**src/rtl/quadrature_counter.sv**
```systemverilog
`default_nettype none
// ============================================================================
//  Module   : quadrature_counter
//  Purpose  : Quadrature encoder position counter. Channels A and B are
//             synchronised, glitch-filtered per channel, then decoded into
//             up/down steps at x1, x2 or x4 resolution. A modulo-2^WIDTH
//             position counter is maintained with load and wrap reporting.
//  Revision : 1.0  initial release
// ----------------------------------------------------------------------------
//  Parameters
//    WIDTH       (2..32)  position counter width
//    SYNC_STAGES (2..4)   synchroniser depth for every asynchronous input
//    FILTER_LEN  (1..15)  cycles a new level must persist before acceptance
//    MODE        (0,1,2)  0 = x1, 1 = x2, 2 = x4 counting resolution
//  Ports
//    Clk         in   sole clock, rising edge
//    Reset       in   synchronous, active-high
//    A, B        in   encoder channels, asynchronous to Clk
//    Load        in   preset Count from Load_Value on the next edge
//    Load_Value  in   preset value (WIDTH bits)
//    Count       out  position, modulo 2^WIDTH
//    Dir         out  last legal direction, 1 = up (A leads B)
//    Step        out  one-cycle pulse per counted transition
//    Wrap        out  one-cycle pulse when a counted step wraps Count
//    Error       out  one-cycle pulse on a double-bit transition
//  Optional build macro QUADRATURE_COUNTER_INDEX_EN adds:
//    Z           in   index channel, asynchronous to Clk
//    Index       out  one-cycle pulse on the synchronised rising edge of Z,
//                     which also clears Count
// ============================================================================
module quadrature_counter #(
    parameter int WIDTH       = 16,
    parameter int SYNC_STAGES = 2,
    parameter int FILTER_LEN  = 4,
    parameter int MODE        = 2
) (
    input  logic             Clk,
    input  logic             Reset,
    input  logic             A,
    input  logic             B,
    input  logic             Load,
    input  logic [WIDTH-1:0] Load_Value,
    output logic [WIDTH-1:0] Count,
    output logic             Dir,
    output logic             Step,
    output logic             Wrap,
    output logic             Error
`ifdef QUADRATURE_COUNTER_INDEX_EN
    ,
    input  logic             Z,
    output logic             Index
`endif
);

    // Settle window length after reset: long enough for the synchronisers
    // to fill and for the filters to see a full qualify run.
    localparam int               SETTLE_LEN  = SYNC_STAGES + FILTER_LEN;
    localparam logic [4:0]       SETTLE_DONE = 5'(SETTLE_LEN);
    localparam logic [3:0]       RUN_LAST    = 4'(FILTER_LEN - 1);
    localparam logic [WIDTH-1:0] COUNT_MAX   = '1;

    logic [SYNC_STAGES-1:0] sync_a;
    logic [SYNC_STAGES-1:0] sync_b;
    logic [1:0]             sync_ab;     // {A,B} after synchronisation
    logic [1:0]             filt_ab;     // {A,B} after glitch filtering
    logic [1:0]             prev_ab;     // filt_ab one cycle earlier
    logic [3:0]             run_cnt [2]; // per-channel disagreement run
    logic [4:0]             settle_cnt;
    logic                   settling;

    assign sync_ab  = {sync_a[SYNC_STAGES-1], sync_b[SYNC_STAGES-1]};
    assign settling = (settle_cnt != SETTLE_DONE);

    // ------------------------------------------------------------------
    // Synchronisers, settle window and per-channel glitch filters.
    // Index 1 of filt_ab / run_cnt is channel A, index 0 is channel B.
    // ------------------------------------------------------------------
    always_ff @(posedge Clk) begin
        if (Reset) begin
            sync_a     <= '0;
            sync_b     <= '0;
            settle_cnt <= '0;
            filt_ab    <= '0;
            prev_ab    <= '0;
            run_cnt[0] <= '0;
            run_cnt[1] <= '0;
        end else begin
            sync_a <= {sync_a[SYNC_STAGES-2:0], A};
            sync_b <= {sync_b[SYNC_STAGES-2:0], B};

            if (settling) begin
                // Adopt the synchronised levels outright; loading prev_ab
                // with the same value keeps the decoder silent.
                settle_cnt <= settle_cnt + 5'd1;
                filt_ab    <= sync_ab;
                prev_ab    <= sync_ab;
                run_cnt[0] <= '0;
                run_cnt[1] <= '0;
            end else begin
                prev_ab <= filt_ab;
                for (int i = 0; i < 2; i++) begin
                    if (sync_ab[i] != filt_ab[i]) begin
                        if (run_cnt[i] == RUN_LAST) begin
                            filt_ab[i] <= sync_ab[i];
                            run_cnt[i] <= '0;
                        end else begin
                            run_cnt[i] <= run_cnt[i] + 4'd1;
                        end
                    end else begin
                        // Any agreeing cycle restarts the qualify run.
                        run_cnt[i] <= '0;
                    end
                end
            end
        end
    end

    // ------------------------------------------------------------------
    // Transition decode. The Gray state {A,B} is mapped to a 2-bit
    // position 00->0, 10->1, 11->2, 01->3, so the modulo-4 difference
    // directly gives up (1), down (3) or illegal double-bit (2).
    // ------------------------------------------------------------------
    logic [1:0] pos_prev;
    logic [1:0] pos_cur;
    logic [1:0] delta;
    logic       moved;
    logic       is_up;
    logic       is_dn;
    logic       is_err;
    logic       counted;

    always_comb begin
        pos_prev = {prev_ab[0], prev_ab[1] ^ prev_ab[0]};
        pos_cur  = {filt_ab[0], filt_ab[1] ^ filt_ab[0]};
        delta    = pos_cur - pos_prev;
        moved    = !settling && (delta != 2'd0);
        is_up    = moved && (delta == 2'd1);
        is_dn    = moved && (delta == 2'd3);
        is_err   = moved && (delta == 2'd2);
        counted  = 1'b0;
        case (MODE)
            // x1: only rising A counts; B low means up, B high means down.
            0:       counted = (is_up || is_dn) && filt_ab[1] && !prev_ab[1];
            // x2: any legal transition that moves A.
            1:       counted = (is_up || is_dn) && (filt_ab[1] != prev_ab[1]);
            default: counted = is_up || is_dn;
        endcase
    end

    // ------------------------------------------------------------------
    // Optional index channel.
    // ------------------------------------------------------------------
    logic index_rise;

`ifdef QUADRATURE_COUNTER_INDEX_EN
    logic [SYNC_STAGES-1:0] sync_z;
    logic                   z_prev;

    assign index_rise = sync_z[SYNC_STAGES-1] && !z_prev;

    always_ff @(posedge Clk) begin
        if (Reset) begin
            sync_z <= '0;
            z_prev <= 1'b0;
            Index  <= 1'b0;
        end else begin
            sync_z <= {sync_z[SYNC_STAGES-2:0], Z};
            z_prev <= sync_z[SYNC_STAGES-1];
            Index  <= index_rise;
        end
    end
`else
    assign index_rise = 1'b0;
`endif

    // ------------------------------------------------------------------
    // Position counter and registered status pulses.
    // Priority on Count: Load > index clear > step.
    // ------------------------------------------------------------------
    always_ff @(posedge Clk) begin
        if (Reset) begin
            Count <= '0;
            Dir   <= 1'b0;
            Step  <= 1'b0;
            Wrap  <= 1'b0;
            Error <= 1'b0;
        end else begin
            Step  <= counted;
            Error <= is_err;
            Wrap  <= 1'b0;
            // Direction follows every legal transition, counted or not.
            if (is_up || is_dn) begin
                Dir <= is_up;
            end

            if (Load) begin
                Count <= Load_Value;
            end else if (index_rise) begin
                Count <= '0;
            end else if (counted) begin
                if (is_up) begin
                    Count <= Count + WIDTH'(1);
                    Wrap  <= (Count == COUNT_MAX);
                end else begin
                    Count <= Count - WIDTH'(1);
                    Wrap  <= (Count == '0);
                end
            end
        end
    end

endmodule
`default_nettype wire
```
**config.mk**
```make
export PLATFORM = sky130hd
export DESIGN_NAME = quadrature_counter
export DESIGN_NICKNAME = d
export VERILOG_FILES = /design/src/rtl/quadrature_counter.sv
export SDC_FILE = /design/constraint.sdc
export NUM_CORES = 1
export LEC_CHECK = 0
export ABC_CLOCK_PERIOD_IN_PS = 3300
export CORE_MARGIN = 2
export CORE_UTILIZATION = 49
export DETAILED_ROUTE_END_ITERATION = 7
export GPL_ROUTABILITY_DRIVEN = 0
export GPL_TIMING_DRIVEN = 0
export PLACE_DENSITY = 0.77
export SYNTH_ARGS = -nofsm -noshare
export SYNTH_HDL_FRONTEND = slang
export SYNTH_SLANG_ARGS = --single-unit
```
**constraint.sdc**
```tcl
create_clock -name Clk -period 3.3 [get_ports Clk]
set_input_delay 0.495 -clock Clk [delete_from_list [all_inputs] [get_ports Clk]]
set_output_delay 0.495 -clock Clk [all_outputs]
set_load 0.05 [all_outputs]
```
==> out/qor.csv, run 1 <==
metric,value,unit
post-route cell area,0.00349,mm2
Leak,1.33,nW
clk buf depth,2,
Tcrit/Tclk final,95.7,%
dominant cells by area after synthesis,"dfxtp_1 25%, ha_1 10%, edfxtp_1 9.2%",
area grow syn2layout,33.1,%
Core Footprint,0.00514,mm2
"Power, Total",1.27,mW
clk root buf,clkbuf_8,
Slew @ Worst Pin,637,ps
initial antenna violation count,0,
Die Height,77.2,um
Post-DP Area,0.00314,mm2
clk sinks,41,
sw power,0.430,mW
TritonRoute pass-1 iters,5,
Detail Placement HPWL,4990,um
Initial Util,51.0,%
PwrDens,363,mW/mm2
Max VDD drop,0.000195,V
synth unique cells,55,
largest family of logic cells by synthesized area,simple AND/OR/NAND/NOR gates,
Routed WL,7750,um
"Slew Viols, Final",0,
status,finished clean,
final net count,412,
largest net degree at the start of global routing,14,
Final Hold Fails,0,
Synth Area per Inst,8.46,um2
CTS Hold Bufs,0,
Post-synth top flop,dfxtp_1,
complex-gate fraction of the synthesized area,19.7,%
gr ovfl total,0,
H-tree Lvls,2,
Synth Area in XOR/XNOR,5.67,%
cell chain of the critical path,xnor2_1 > ha_1 > xor2_4 > nand2_8 > ha_4 > buf_6 > a21o_1 > a21o_1 > a221o_1 > or4_4 > a21o_1 > a311oi_2,
cell area after synthesis,0.00262,mm2
latest clock arrival within the worst-skew pair,300,ps
Peak Freq,317,MHz
PortBufs,40,
relative slew slack,57.5,%
"CTS clk-pin slew, worst paths",90,ps
FP Rows,26,
ant diodes,0,
top cell type's share of synthesized area,25.2,%
Yosys top cell by area,dfxtp_1,
Comb power frac,28.6,%
vias in the first global route,2388,
critical path's slowest cell,dfxtp_2,
WS Path Type,register to register,
Synth Area in Simple Gates,23.6,%
yosys warns,0,
register area share after synthesis,34.3,%
routed length per instance,17.6,um
max-cap viol count,0,
DR DRC count,0,
layout cell share with drive strength beyond 1,14.3,%
"antenna viol nets, final",0,
first-pass GRT wire length,11600,um
CP required,3510,ps
cell-internal power,0.839,mW
Via density,6.08,
CP Capture Type,register,
sequential share of power,44.9,%
Clk pwr share,26.5,%
clock tree from TritonCTS,built,
Tmin final,3160,ps
CP bufs+invs,1,
most common library cells after synthesis,"33 x dfxtp_1, 33 x nor2_1, 29 x nand2_1",
GRT Total Usage,24.3,%
"CP delay by family, top",compound AO/OA/AOI/OAI gates,
ys async rst share,0,%
Clock Skew,15.8,ps
Finished Layout Cells,440,
Synth Register Bits,41,
mux contribution to synthesized area,1.14,%
final setup violation count,0,
CP Max Fanout,10,
crit path launch type,register,
worst min path class,register to register,
Worst EP arrival,3370,ps
I/O Pins,41,
fillcell total,440,
routed via count,2673,
Die ar.,0.00596,mm2
"most used cell, CP",a21o_1,
Placed Cells,427,
Post-synth EDFFs,8,
Min Hold Slack,426,ps
number of DRC markers in iteration 0,160,
die span in x,77.2,um
switching share of power,33.9,%
adder-cell area share of the yosys netlist,10.8,%
Num CTS Buffers,5,
Mapped Cells,310,
"slowest stage delay, CP",420,ps
[metrics by stage]
| stage | setup slack (ps) | setup TNS, ps | util, % |
|---|---|---|---|
| final | 144 | 0 | 68.0 |
| after global routing | -23.7 | -23.7 | 68.0 |
| after CTS | 6.07 | 0 | 64.2 |
| after detailed placement | -382 | -899 | 61.1 |
| after global placement | -334 | -547 | 61.1 |
| after floorplan | 28.0 | 0 | - |
[power by group through the flow]
| stage | Combinational [mW] | Clock (mW) | Sequential [mW] |
|---|---|---|---|
| 4_1_cts | 0.320 | 0.337 | 0.564 |
| 3_5_place_dp | 0.314 | 0 | 0.575 |
| 3_3_place_gp | 0.307 | 0 | 0.574 |
| 6_report | 0.363 | 0.337 | 0.569 |
| 2_1_floorplan | 0.177 | 0 | 0.612 |
| 5_1_grt | 0.390 | 0.360 | 0.573 |
[area by class of cell]
type | count | area (um2) | area share [%]
clock inverter | 3 | 17.5 | 0.501
tap | 70 | 87.6 | 2.51
timing repair buffer | 46 | 453 | 13.0
inverter | 12 | 45.0 | 1.29
buffer | 12 | 68.8 | 1.97
sequential | 41 | 903 | 25.9
clock buffer | 5 | 68.8 | 1.97
multi-input combinational | 251 | 1850 | 52.9
[cells in the final DEF (no fill, tap or decap), types with 6 or more instances in the layout]
cell             synthesis  final
a21oi_1                 28     23
conb_1                   1      8
nor4_1                   7      7
xnor2_1                 11     10
nor2_1                  33     33
edfxtp_1                 8      8
a211oi_1                 7      7
o21ai_0                 11     10
nand2_1                 29     28
nand4_1                  6      6
a21o_1                   7      6
nor3_1                  11     10
ha_4                     0      6
clkbuf_1                 6      6
nand3_1                  8      8
dfxtp_1                 33     31
inv_1                   12     12
ha_1                    21     10
clkdlybuf4s50_1          0     40
[flip-flops by register name (all words and copies together), names as in the netlist]
name,cells
settle_cnt,5
Error,1
Count,16
filt_ab,2
sync_a,2
sync_b,2
Step,1
run_cnt,8
Dir,1
Wrap,1
prev_ab,2
[final timing paths]
kind                   start        end  slack [ps]  depth (start not counted)
setup / recovery  filt_ab[0]  Count[15]         140                         12
hold / removal     sync_a[0]  sync_a[1]         430                          1
setup reg to reg  filt_ab[0]  Count[15]         140                         12
hold reg to reg    sync_a[0]  sync_a[1]         430                          1
[layer usage]
layer / vias to the layer above / GRT usage (%) / share of wire, %
met2: 141 / 38.0 / 47
met3: 20 / 5.18 / 9.5
met1: 1264 / 33.7 / 41
met5: - / 0 / 0
met4: 0 / 7.50 / 2.2
li1: 1248 / - / -
[cell families (layout without fill, tap and decap cells)]
kind of cell	Yosys count	count (layout)
AO/OA/AOI/OAI	79	79
XOR/XNOR	17	17
adder cells (fa/ha/maj)	22	22
buffers and inverters	26	78
flip-flops	41	41
multiplexers	3	3
other	1	8
AND/OR/NAND/NOR	121	122
[worst register-to-register path, stage by stage (launching register included)]
cell and delay, ps:
dfxtp_2 420, xnor2_1 150, ha_1 260, xor2_4 290, nand2_8 120, ha_4 230, buf_6 130, a21o_1 150
a21o_1 170, a221o_1 330, or4_4 420, a21o_1 180, a311oi_2 220
[what timing repair did]
action | 4_1_cts | 5_1_grt
gates resized for setup | 5 | 37
cloned | 0 | 1
setup endpoints to repair | 6 | 5
setup buffers | 6 | 0
pin swaps | 2 | 11
Note: power is estimated with default switching activity, not from simulation.
==> inputs of run 2 (changes only) <==
--- a/config.mk
+++ b/config.mk
@@ -8,9 +8,8 @@
 export ABC_CLOCK_PERIOD_IN_PS = 3300
 export CORE_MARGIN = 2
-export CORE_UTILIZATION = 49
+export CORE_UTILIZATION = 29
 export DETAILED_ROUTE_END_ITERATION = 7
 export GPL_ROUTABILITY_DRIVEN = 0
 export GPL_TIMING_DRIVEN = 0
-export PLACE_DENSITY = 0.77
 export SYNTH_ARGS = -nofsm -noshare
 export SYNTH_HDL_FRONTEND = slang
==> constraint.sdc (replaced) <==
create_clock -name Clk -period 3.3 [get_ports Clk]
set_input_delay 0.66 -clock Clk [delete_from_list [all_inputs] [get_ports Clk]]
set_output_delay 0.66 -clock Clk [all_outputs]
set_load 0.05 [all_outputs]
==> out/qor.csv, run 2 (synthesized netlist as in run 1, its figures left out) <==
metric,value,unit,change
largest reg by FF count,Count,,unchanged
gr ovfl total,0,,unchanged
Max VDD drop,0.000183,V,was 0.000195 V
status,finished clean,,unchanged
"most used cell, CP",buf_4,,was a21o_1
Tcrit/Tclk final,96.0,%,was 95.7%
initial antenna violation count,0,,unchanged
"Slew Viols, Final",0,,unchanged
final net count,411,,was 412
clk sinks,41,,unchanged
Peak Freq,316,MHz,was 317 MHz
area grow syn2layout,33.2,%,was 33.1%
Placed Cells,465,,was 427
"CP delay by family, top",simple AND/OR/NAND/NOR gates,,was compound AO/OA/AOI/OAI gates
PwrDens,379,mW/mm2,was 363 mW/mm2
layout cell share with drive strength beyond 1,12.7,%,was 14.3%
cell chain of the critical path,buf_4 > xnor2_4 > ha_4 > nor2_4 > nand2_8 > buf_12 > buf_4 > ha_1 > a21o_4 > nor3_2 > a211oi_1 > or4_4 > a21o_1 > a311oi_2,,was xnor2_1 > ha_1 > xor2_4 > nand2_8 > ha_4 > buf_6 > a21o_1 > a21o_1 > a221o_1 > or4_4 > a21o_1 > a311oi_2
TritonRoute pass-1 iters,4,,was 5
CP Max Fanout,9,,was 10
"commonest cells after routing, fill and taps aside","40 x clkdlybuf4s50_1, 32 x nor2_1, 30 x dfxtp_1, 28 x nand2_1, 24 x a21oi_1",,"was 40 x clkdlybuf4s50_1, 33 x nor2_1, 31 x dfxtp_1, 28 x nand2_1, 23 x a21oi_1"
"CTS clk-pin slew, worst paths",90,ps,about the same
Num CTS Buffers,5,,unchanged
number of DRC markers in iteration 0,232,,was 160
Die Height,99.1,um,was 77.2 um
Leak,1.32,nW,was 1.33 nW
"slowest stage delay, CP",490,ps,was 420 ps
largest net degree at the start of global routing,14,,unchanged
GRT Total Usage,14.7,%,was 24.3%
Via density,5.19,,was 6.08
Initial Util,29.9,%,was 51.0%
CP bufs+invs,3,,was 1
"antenna viol nets, final",0,,unchanged
Die ar.,0.00982,mm2,was 0.00596 mm2
H-tree Lvls,2,,unchanged
Slew @ Worst Pin,569,ps,was 637 ps
"most common cell after layout, fill and taps aside",clkdlybuf4s50_1,,unchanged
critical path's slowest cell,or4_4,,was dfxtp_2
final setup violation count,0,,unchanged
DR DRC count,0,,unchanged
biggest regs,"Count: 16 flops, run_cnt: 8 flops, settle_cnt: 5 flops",,unchanged
WS Path Type,register to register,,unchanged
first-pass GRT wire length,11600,um,about the same
Routed WL,7200,um,was 7750 um
ant diodes,0,,unchanged
Finished Layout Cells,477,,was 440
Clock Skew,8.86,ps,was 15.8 ps
max-cap viol count,0,,unchanged
TNS Setup,0,ps,unchanged
Core Footprint,0.00876,mm2,was 0.00514 mm2
PortBufs,40,,unchanged
routed length per instance,15.1,um,was 17.6 um
latest clock arrival within the worst-skew pair,300,ps,about the same
routed via count,2475,,was 2673
I/O Pins,41,,unchanged
FP Rows,34,,was 26
Worst EP arrival,3390,ps,was 3370 ps
Final Hold Fails,0,,unchanged
vias in the first global route,2339,,was 2388
crit path launch type,register,,unchanged
clk buf depth,2,,unchanged
clock tree from TritonCTS,built,,unchanged
die span in x,99.1,um,was 77.2 um
relative slew slack,62.1,%,was 57.5%
CP Capture Type,register,,unchanged
Tmin final,3170,ps,was 3160 ps
Detail Placement HPWL,5270,um,was 4990 um
clk root buf,clkbuf_8,,unchanged
worst min path class,register to register,,unchanged
CP required,3520,ps,was 3510 ps
max FFs per register,16,,unchanged
## run 2: what timing repair did
action / in CTS / in global routing
hold endpoints to repair: 0 / 0
endpoints found under the setup margin: 6 / 5
hold buffers: 0 / 0
pin swaps: 2 / 3
resized for setup: 5 / 27
setup buffers: 3 / 1
## run 2: worst paths after layout
kind              startpoint  slack [ps]  cells after the start        end
hold / removal     sync_b[0]         450                      1  sync_b[1]
hold reg to reg    sync_b[0]         450                      1  sync_b[1]
setup reg to reg  filt_ab[0]         130                     14  Count[15]
setup / recovery  filt_ab[0]         130                     14  Count[15]
## run 2: power by group
part           internal [mW]  switching, mW  leakage, nW  total (mW)
sequential             0.534         0.0321        0.355       0.566
clock                  0.223          0.197       0.0518       0.420
combinational          0.150          0.189        0.918       0.339
## run 2: final cells by class
| class | instances | area, um2 |
|---|---|---|
| Fill cell | 898 | 5270 |
| Clock buffer | 5 | 68.8 |
| Clock inverter | 3 | 41.3 |
| Inverter | 12 | 45.0 |
| Sequential cell | 41 | 905 |
| Buffer | 14 | 81.3 |
| Multi-Input combinational cell | 250 | 1780 |
| Tap cell | 108 | 135 |
| Timing Repair Buffer | 44 | 443 |
## run 2: routing by layer
metal	up-vias	track usage [%]	routed length [um]
met4	0	3.48	61
li1	1246	-	-
met1	1156	19.8	3140
met3	8	2.46	362
met5	-	0	0
met2	65	24.6	3630
## run 2: worst reg2reg max path, stage by stage (launching register included)
cell and delay (ps):
dfxtp_1 310, buf_4 160, xnor2_4 160, ha_4 240, nor2_4 170, nand2_8 110
buf_12 160, buf_4 150, ha_1 200, a21o_4 250, nor3_2 140, a211oi_1 120
or4_4 490, a21o_1 200, a311oi_2 240
## run 2: through the flow
step / cell area [um2] / setup WS [ps] / power, mW / hold slack, ps / utilization [%]
finish: 3490 / 133 / 1.33 / 452 / 39.9
global route: 3490 / -19.5 / 1.39 / 472 / 39.9
CTS: 3360 / 11.9 / 1.31 / 448 / 38.3
detailed placement: 3190 / -397 / 0.889 / 423 / 36.4
global placement: 3190 / -351 / 0.885 / 429 / 36.4
floorplan: 2650 / 28.0 / 0.789 / 414 / -
==> inputs of run 3 (changes only) <==
- ABC_AREA: not set -> 1
==> out/qor.csv, run 3 <==
metric,value,unit,change
"most common cell after layout, fill and taps aside",nand2_1,,was clkdlybuf4s50_1
Synth Register Bits,41,,unchanged
cell chain of the critical path,buf_2 > xnor2_1 > ha_1 > nor2_1 > nand3_4 > ha_1 > a21oi_1 > nor2_1 > nor2_1 > nand2_1 > a21oi_1 > nand2_1 > nand3_1 > nand2_1,,was buf_4 > xnor2_4 > ha_4 > nor2_4 > nand2_8 > buf_12 > buf_4 > ha_1 > a21o_4 > nor3_2 > a211oi_1 > or4_4 > a21o_1 > a311oi_2
cell area after synthesis,0.00277,mm2,was 0.00262 mm2
largest reg by FF count,Count,,unchanged
Post-synth EDFFs,8,,unchanged
FP Rows,35,,was 34
WS Path Type,register to register,,unchanged
biggest regs,"Count: 16 flops, run_cnt: 8 flops, settle_cnt: 5 flops",,unchanged
area grow syn2layout,24.2,%,was 33.2%
relative slew slack,58.0,%,was 62.1%
clock tree from TritonCTS,built,,unchanged
H-tree Lvls,2,,unchanged
Routed WL,7220,um,was 7200 um
CP Max Fanout,20,,was 9
CP bufs+invs,1,,was 3
gr ovfl total,0,,unchanged
Final Hold Fails,0,,unchanged
ant diodes,0,,unchanged
"antenna viol nets, final",0,,unchanged
final setup violation count,0,,unchanged
first-pass GRT wire length,11900,um,was 11600 um
critical path's slowest cell,ha_1,,was or4_4
Synth Area per Inst,7.13,um2,was 8.46 um2
Reg-to-Reg Start,filt_ab[0],,unchanged
latest clock arrival within the worst-skew pair,300,ps,about the same
yosys warns,0,,unchanged
Clock Skew,8.55,ps,was 8.86 ps
"Slew Viols, Final",0,,unchanged
Max VDD drop,0.000161,V,was 0.000183 V
"CTS clk-pin slew, worst paths",80,ps,was 90 ps
final net count,485,,was 411
Peak Freq,339,MHz,was 316 MHz
initial antenna violation count,0,,unchanged
Post-synth top flop,dfxtp_1,,unchanged
Hold Path Depth,2,,was 1
Via density,4.67,,was 5.19
most common library cells after synthesis,"109 x nand2_1, 47 x inv_1, 36 x nor2_1",,"was 33 x dfxtp_1, 33 x nor2_1, 29 x nand2_1"
unrepaired setup endpoints after global routing,false,,
Post-DP Area,0.00335,mm2,was 0.00319 mm2
Mapped Cells,389,,was 310
DR DRC count,0,,unchanged
worst min path class,register to register,,unchanged
synth unique cells,38,,was 55
post-route cell area,0.00344,mm2,was 0.00349 mm2
TNS Setup,0,ps,unchanged
Die ar.,0.0104,mm2,was 0.00982 mm2
max-cap viol count,0,,unchanged
Yosys top cell by area,dfxtp_1,,unchanged
number of DRC markers in iteration 0,178,,was 232
clk buf depth,2,,unchanged
routed length per instance,12.6,um,was 15.1 um
"Power, Total",1.27,mW,was 1.33 mW
Min Hold Slack,405,ps,was 452 ps
dominant cells by area after synthesis,"dfxtp_1 24%, nand2_1 15%, ha_1 9.5%",,"was dfxtp_1 25%, ha_1 10%, edfxtp_1 9.2%"
vias in the first global route,2489,,was 2339
Num CTS Buffers,5,,unchanged
max FFs per register,16,,unchanged
CP required,3490,ps,was 3520 ps
"slowest stage delay, CP",450,ps,was 490 ps
R2R cell count,14,,unchanged
layout cell share with drive strength beyond 1,6.79,%,was 12.7%
Tmin final,2950,ps,was 3170 ps
"CP delay by family, top",simple AND/OR/NAND/NOR gates,,unchanged
PortBufs,39,,was 40
register area share after synthesis,32.5,%,was 34.3%
Die Height,102,um,was 99.1 um
Post-CTS Setup Bufs,0,,was 3
pre-CTS worst setup slack,-96.6,ps,was -397 ps
Tcrit/Tclk final,89.3,%,was 96.0%
"commonest cells after routing, fill and taps aside","109 x nand2_1, 47 x inv_1, 39 x clkdlybuf4s50_1, 36 x nor2_1, 33 x dfxtp_1",,"was 40 x clkdlybuf4s50_1, 32 x nor2_1, 30 x dfxtp_1, 28 x nand2_1, 24 x a21oi_1"
Worst EP arrival,3140,ps,was 3390 ps
hold path endpoint,sync_a[1],,was sync_b[1]
clk sinks,41,,unchanged
most frequent cell after synthesis,nand2_1,,
Core Footprint,0.00924,mm2,was 0.00876 mm2
worst reg2reg endpoint,Count[12],,was Count[15]
Leak,1.53,nW,was 1.32 nW
Detail Placement HPWL,5540,um,was 5270 um
crit path launch type,register,,unchanged
ys async rst share,0,%,unchanged
status,finished clean,,unchanged
I/O Pins,41,,unchanged
hold path startpoint,sync_a[0],,was sync_b[0]
clk root buf,clkbuf_8,,unchanged
routed via count,2668,,was 2475
PwrDens,368,mW/mm2,was 379 mW/mm2
r2r setup slk,350,ps,was 130 ps
Initial Util,30.0,%,was 29.9%
CP Capture Type,register,,unchanged
top cell type's share of synthesized area,23.8,%,was 25.2%
largest net degree at the start of global routing,21,,was 14
worst setup margin,353,ps,was 133 ps
Slew @ Worst Pin,630,ps,was 569 ps
die span in x,102,um,was 99.1 um
TritonRoute pass-1 iters,4,,unchanged
GRT Total Usage,14.5,%,was 14.7%
[run 3: power by group]
group          internal [mW]  switching (mW)
combinational          0.139           0.233
sequential             0.534          0.0327
clock                  0.142           0.188
total                  0.815           0.453
[run 3: cell families (layout without fill, tap and decap cells)]
kind of cell | after synthesis | after routing | synth area share, %
compound gates | 58 | 58 | 12.0
xor+xnor | 12 | 12 | 3.79
fa+ha+maj | 22 | 22 | 10.2
buf+inv | 56 | 102 | 8.26
flops | 41 | 41 | 32.5
other cells | 1 | 8 | 0.135
simple gates | 199 | 199 | 33.1
[run 3: per-stage QoR]
stage,utilization (%),cells
finish,37.3,571
global route,37.3,571
CTS,37.2,571
detailed placement,36.3,564
global placement,36.3,564
floorplan,-,396
[run 3: layout make-up]
type	count	area, um2
Buffer	6	33.8
Clock buffer	5	68.8
Clock inverter	2	11.3
Fill cell	986	5800
Inverter	50	195
Multi-Input combinational cell	299	1680
Sequential cell	41	901
Tap cell	129	161
Timing Repair Buffer	39	390
[run 3: metal layers]
layer | track usage [%] | part of all wire [%] | vias to the layer above
li1 | - | - | 1372
met1 | 20.1 | 49 | 1220
met2 | 24.3 | 46 | 71
met3 | 1.73 | 4.5 | 5
met4 | 3.12 | 0.89 | 0
met5 | 0 | 0 | -
[run 3: what timing repair did]
| item | 4_1_cts | 5_1_grt |
|---|---|---|
| resized for setup | 1 | 1 |
| setup endpoints to repair | 4 | 3 |
| hold buffers | 0 | 0 |
| hold endpoints to repair | 0 | 0 |
[run 3: worst register-to-register path, cell delays in order (launching register included)]
cell	delay, ps
dfxtp_1	300
buf_2	150
xnor2_1	130
ha_1	310
nor2_1	190
nand3_4	280
ha_1	460
a21oi_1	270
nor2_1	70
nor2_1	180
nand2_1	100
a21oi_1	190
nand2_1	70
nand3_1	80
nand2_1	50
[run 3: how the worst max path moves through the flow]
stage	end	start	depth (start not counted)
4_1_cts	Count[12]	filt_ab[0]	14
6_report	Count[12]	filt_ab[0]	14
2_1_floorplan	Count[12]	filt_ab[0]	14
3_3_place_gp	Count[12]	filt_ab[0]	14
3_5_place_dp	Count[12]	filt_ab[0]	14
5_1_grt	Count[12]	filt_ab[0]	15
